--- config.mk ---
export PLATFORM = sky130hd
export DESIGN_NAME = regfile_writeback
export DESIGN_NICKNAME = d
export VERILOG_FILES = /design/src/rtl/regfile_writeback.sv
export SDC_FILE = /design/constraint.sdc
export NUM_CORES = 1
export LEC_CHECK = 0
export ABC_CLOCK_PERIOD_IN_PS = 3530
export CELL_PAD_IN_SITES_DETAIL_PLACEMENT = 1
export CELL_PAD_IN_SITES_GLOBAL_PLACEMENT = 2
export CORE_MARGIN = 1.5
export CORE_UTILIZATION = 37
export CTS_BUF_LIST = sky130_fd_sc_hd__clkbuf_4
export CTS_CLUSTER_SIZE = 14
export DETAILED_ROUTE_END_ITERATION = 8
export PLACE_DENSITY_LB_ADDON = 0.1
export REMOVE_ABC_BUFFERS = 1
export SYNTH_ARGS = -nofsm -noshare
export SYNTH_HDL_FRONTEND = slang
export SYNTH_SLANG_ARGS = --single-unit
--- constraint.sdc ---
create_clock -name clk -period 3.53 [get_ports clk]
set_input_delay 0.706 -clock clk [delete_from_list [all_inputs] [get_ports clk]]
set_output_delay 0.706 -clock clk [all_outputs]
set_load 0.02 [all_outputs]
--- src/rtl/regfile_writeback.sv ---
// Register-file write port arbiter: ALU results have priority, loads queue in a
// 2-entry FIFO with a bounded starvation window, plus a destination busy scoreboard.
`timescale 1ns/1ps
module regfile_writeback #(
    parameter int REG_ADDR_SIZE = 5,
    parameter int REG_SIZE      = 32,
    parameter int NUM_REGS      = 32,
    parameter int STARVE_MAX    = 4
) (
    input  logic                     clk,
    input  logic                     rst_n,
    input  logic                     AluValid,
    output logic                     AluReady,
    input  logic [REG_ADDR_SIZE-1:0] AluReg,
    input  logic [REG_SIZE-1:0]      AluData,
    input  logic                     MemValid,
    output logic                     MemReady,
    input  logic [REG_ADDR_SIZE-1:0] MemReg,
    input  logic [REG_SIZE-1:0]      MemData,
    input  logic                     IssueValid,
    input  logic [REG_ADDR_SIZE-1:0] IssueReg,
    input  logic [REG_ADDR_SIZE-1:0] QueryA,
    input  logic [REG_ADDR_SIZE-1:0] QueryB,
    output logic                     BusyA,
    output logic                     BusyB,
    output logic                     WriteEnable,
    output logic [REG_ADDR_SIZE-1:0] WriteReg,
    output logic [REG_SIZE-1:0]      WriteData
);
    localparam int SW = $clog2(STARVE_MAX + 1);
    localparam logic [SW-1:0] STARVE_LIM = SW'(STARVE_MAX);

    logic [REG_ADDR_SIZE-1:0] fifo_reg_mem  [2];
    logic [REG_SIZE-1:0]      fifo_data_mem [2];
    logic                     wr_ptr_reg, rd_ptr_reg;
    logic [1:0]               count_reg;
    logic [SW-1:0]            starve_reg, starve_next;
    logic [NUM_REGS-1:0]      busy_reg, busy_next;

    logic fifo_empty, fifo_full, starved, push, mem_grant, alu_grant;
    logic [REG_ADDR_SIZE-1:0] grant_reg;
    logic [REG_SIZE-1:0]      grant_data;

    assign fifo_empty = (count_reg == 2'd0);
    assign fifo_full  = (count_reg == 2'd2);
    assign starved    = !fifo_empty && (starve_reg == STARVE_LIM);
    assign MemReady   = !fifo_full;
    assign AluReady   = !starved;
    assign push       = MemValid && !fifo_full;
    assign mem_grant  = !fifo_empty && (!AluValid || starved);
    assign alu_grant  = AluValid && !mem_grant;

    always_comb begin
        grant_reg  = AluReg;
        grant_data = AluData;
        if (mem_grant) begin
            grant_reg  = fifo_reg_mem[rd_ptr_reg];
            grant_data = fifo_data_mem[rd_ptr_reg];
        end
    end

    // The counter only measures ALU wins that actually delay a waiting load.
    always_comb begin
        starve_next = starve_reg;
        if (fifo_empty || mem_grant)
            starve_next = '0;
        else if (alu_grant && starve_reg != STARVE_LIM)
            starve_next = starve_reg + 1'b1;
    end

    always_ff @(posedge clk) begin
        if (push) begin
            fifo_reg_mem[wr_ptr_reg]  <= MemReg;
            fifo_data_mem[wr_ptr_reg] <= MemData;
        end
    end

    always_ff @(posedge clk or negedge rst_n) begin
        if (!rst_n) begin
            wr_ptr_reg <= 1'b0;
            rd_ptr_reg <= 1'b0;
            count_reg  <= 2'd0;
            starve_reg <= '0;
        end else begin
            if (push)
                wr_ptr_reg <= !wr_ptr_reg;
            if (mem_grant)
                rd_ptr_reg <= !rd_ptr_reg;
            case ({push, mem_grant})
                2'b10:   count_reg <= count_reg + 2'd1;
                2'b01:   count_reg <= count_reg - 2'd1;
                default: count_reg <= count_reg;
            endcase
            starve_reg <= starve_next;
        end
    end

    // Writes to x0 are dropped; address/data hold so the regfile port stays quiet.
    always_ff @(posedge clk or negedge rst_n) begin
        if (!rst_n) begin
            WriteEnable <= 1'b0;
            WriteReg    <= '0;
            WriteData   <= '0;
        end else if ((mem_grant || alu_grant) && grant_reg != '0) begin
            WriteEnable <= 1'b1;
            WriteReg    <= grant_reg;
            WriteData   <= grant_data;
        end else begin
            WriteEnable <= 1'b0;
        end
    end

    generate
        for (genvar gi = 0; gi < NUM_REGS; gi++) begin : g_busy
            if (gi == 0) begin : g_zero
                assign busy_next[gi] = 1'b0;
            end else begin : g_bit
                // Issue set takes precedence over a retiring write to the same register.
                assign busy_next[gi] = (IssueValid && IssueReg == REG_ADDR_SIZE'(gi)) ||
                                       (busy_reg[gi] && !(WriteEnable && WriteReg == REG_ADDR_SIZE'(gi)));
            end
        end
    endgenerate

    always_ff @(posedge clk or negedge rst_n) begin
        if (!rst_n)
            busy_reg <= '0;
        else
            busy_reg <= busy_next;
    end

    assign BusyA = busy_reg[QueryA];
    assign BusyB = busy_reg[QueryB];
endmodule

==> summary.md <==
| Metric | Value |
|---|---|
| Share of power burned in registers | `43.7%` |
| Row cnt | `49` |
| Core area | `18000 um^2` |
| RePlAce Congestion | `0.803` |
| CP Data Required Time | `2.82 ns` |
| CP dominant cell by count | `buf_6` |
| Worst skew pair latency | `0.57 ns` |
| Ys async rst share | `50.7%` |
| Post-synthesis adder-cell area fraction | `0.551%` |
| Sequential element share of the synthesized area | `60.5%` |
| Slew Limit Fails | `0` |
| Status | `finished clean` |
| Mapped Cells | `471` |
| Final setup viols | `0` |
| Max-cap violations | `0` |
| DR WL/cell | `20.4 um` |
| Pwr dens | `776 nW/um^2` |
| Period utilization | `98.6%` |
| Switching share of total power | `36.0%` |
| Ys flop type | `dfrtp_1` |
| Total Routed Length | `17600 um` |
| Pint | `4.38 mW` |
| Slowest CP cell | `mux4_2` |
| Synth Area in Simple Gates | `6.61%` |
| DRC violations left | `0` |
| Combinational power share | `39.7%` |
| DRT antenna net count | `0` |
| CTS Buf Count | `17` |
| Avg Cell Area, Syn | `14.5 um^2` |
| IO Port Bufs | `135` |
| Antenna violations before repair | `1` |
| Deepest clock path buffer count | `2` |
| Reg2reg start | `starve_reg[0]` |
| VDD IR max | `0.000409 V` |
| Hold crit path type | `in -> async` |
| Number of synthesis warnings | `0` |
| Largest family of logic cells by synthesized area | `multiplexers` |
| Net count reported at finish | `720` |
| Starting density of the core | `37.8%` |
| Vias in the first global route | `5260` |
| Compound-Gate Fraction of Synth Area | `7.18%` |
| TritonCTS clock tree | `done` |
| Chip Width | `139 um` |
| Die area | `19300 um^2` |
| Via Count | `4504` |
| Sink Count | `150` |
| Clk pwr share | `16.5%` |
| Tmin final | `3.48 ns` |
| XOR/XNOR Fraction of Synth Area | `0.642%` |
| Max incr delay on CP | `0.51 ns` |
| Synth cell types | `44` |
| Post-DP HPWL | `12800 um` |
| Worst Tran Pin Value | `0.759 ns` |
| Htree depth | `4` |
| First-pass GRT wire length | `28700 um` |
| R2r setup slk | `1.20 ns` |
| CP cell instances | `clkdlybuf4s50_1 > buf_6 > mux4_2 > mux2i_2 > nor2_1 > or4_4 > buf_6` |
| Reg2reg end | `WriteData[24]` |
| EDFF count, synth | `74` |
| Lkg Pwr | `3.24 nW` |
| Overall Global Routing Usage | `19.3%` |
| Psw | `2.47 mW` |
| Largest register FFs | `64` |
| Total power draw | `6.86 mW` |
| Placed cell area | `8500 um^2` |
| Critical path endpoint category | `output port` |
| Max-slew headroom | `49.4%` |
| DRT iter0 DRCs | `181` |
| Multiplexer share of the synthesized area | `22.7%` |
| Flops & latches, synth | `150` |
| Die H | `139 um` |
| Cell area after layout | `8840 um^2` |
| Post-CTS Hold Buffers | `0` |
| Share of cells above drive strength 1 | `28.7%` |
| Global route overflow | `0` |
| Hold Vio Cnt, Final | `0` |
| Filler instances | `1844` |
| Critical Path Source Type | `primary input` |
| Core Util, Final | `49.0%` |
| RSZ-0062 raised after global routing | `no` |
| Crit Path Category | `in -> out` |
| Crit path arrival time | `2.77 ns` |
| FF-to-FF path depth | `7` |
| Syn-to-layout area delta | `29.6%` |
| Achievable Freq | `287 MHz` |
| Worst Setup EP | `BusyA` |
| Crit path launch | `QueryA[1]` |
| Post-Syn Area | `6820 um^2` |
| Largest net degree at the start of global routing | `42` |
| Crit Path Max Fanout | `6` |
| Worst-path clk slew | `0.15 ns` |
| Boundary Pins | `136` |
| Routed vias/inst | `5.21` |
| Drt first pass iters | `5` |
| Skew final | `0.0271 ns` |
| Root buf cell | `clkbuf_4` |
[power groups by stage]
stage,logic (mW),clock network (mW),registers (mW)
2_1_floorplan,1.39,0,3.14
6_report,2.72,1.13,3.00
3_3_place_gp,2.67,0,3.02
5_1_grt,2.96,1.23,3.08
4_1_cts,2.75,1.18,3.01
3_5_place_dp,2.74,0,3.04
[metrics by stage]
stage,setup slack (ns),hold WS (ns),setup TNS [ns],instances
3_3_place_gp,-0.391,0.452,-0.671,831
2_1_floorplan,0.122,0.410,0,451
3_5_place_dp,-0.407,0.467,-0.755,831
5_1_grt,0.000777,0.115,0,865
6_report,0.0494,0.101,0,865
4_1_cts,0.0265,0.0996,0,864
[cells in the mapped netlist (all sizes together), types with 2 or more instances]
cell type	count	share of area, %
mux2	102	17
dfrtp	76	28
edfxtp	74	33
o21ai	64	4.7
clkbuf	12	0.66
mux4	12	4.0
nand2	12	0.66
nor2b	11	1.0
mux2i	10	1.5
nor2	10	0.55
nand2b	9	0.83
nand3	9	0.66
buf	8	0.94
a21oi	7	0.51
a211oi	5	0.73
inv	5	0.28
nor3b	5	0.55
or2	5	0.46
or4	5	0.55
xnor2	4	0.51
ha	3	0.55
nor4	3	0.28
a2111oi	2	0.26
nand4	2	0.18
nand4b	2	0.26
[layout make-up]
cell class              count  area [um^2]  share of cell area (%)
flip-flops and latches    150         4130                    46.7
repair buffers            153         1510                    17.1
diodes                      1         2.50                  0.0283
clock inverters            14          170                    1.93
clock buffers              17          128                    1.44
inverters                   5         18.8                   0.212
multi-input cells         296         2600                    29.4
well taps                 229          287                    3.24
[kinds of logic (layout without fill, tap and decap cells)]
family | Yosys count | count (layout)
AOI/OAI and AO/OA | 85 | 85
other | 0 | 1
and+or+nand+nor | 79 | 79
xor gates and xnor gates | 5 | 5
adders and majority gates | 3 | 3
DFF | 150 | 150
buffers and inverters | 25 | 189
muxes | 124 | 124
[worst max-delay path, delay by kind of cell]
| kind | cells | cell delay [ns] |
|---|---|---|
| simple gates | 2 | 0.58 |
| buf+inv | 3 | 0.77 |
| mux | 2 | 0.72 |
[how the worst min path moves through the flow]
stage	depth (start not counted)	start	to	slack, ns
2_1_floorplan	0	rst_n	WriteData[0]	0.41
3_3_place_gp	1	starve_reg[0]	starve_reg[0]	0.45
3_5_place_dp	1	starve_reg[0]	starve_reg[0]	0.47
4_1_cts	1	rst_n	WriteData[26]	0.1
5_1_grt	1	rst_n	WriteData[6]	0.11
6_report	1	rst_n	WriteData[26]	0.10
[placed cells by master, fill, tap and decap left out, drive strengths merged, types with 10 or more instances in the layout]
cell type	instances
clkdlybuf4s50	131
mux2	102
dfrtp	76
edfxtp	74
o21ai	64
buf	21
clkbuf	17
nand2	12
mux4	12
inv	12
nor2b	11
nor2	10
mux2i	10
[routing by layer]
metal	vias up	global-route usage, %	routed length (um)
met2	127	32.1	8710
met1	2239	23.1	7290
met4	0	7.79	488
li1	2099	-	-
met5	-	0	0
met3	39	6.66	1140
[timing repair]
| item | CTS | global route |
|---|---|---|
| setup endpoints to repair | 2 | 2 |
| setup buffers | 2 | 0 |
| resized for setup | 12 | 6 |
(Power assumes the default switching activity.)
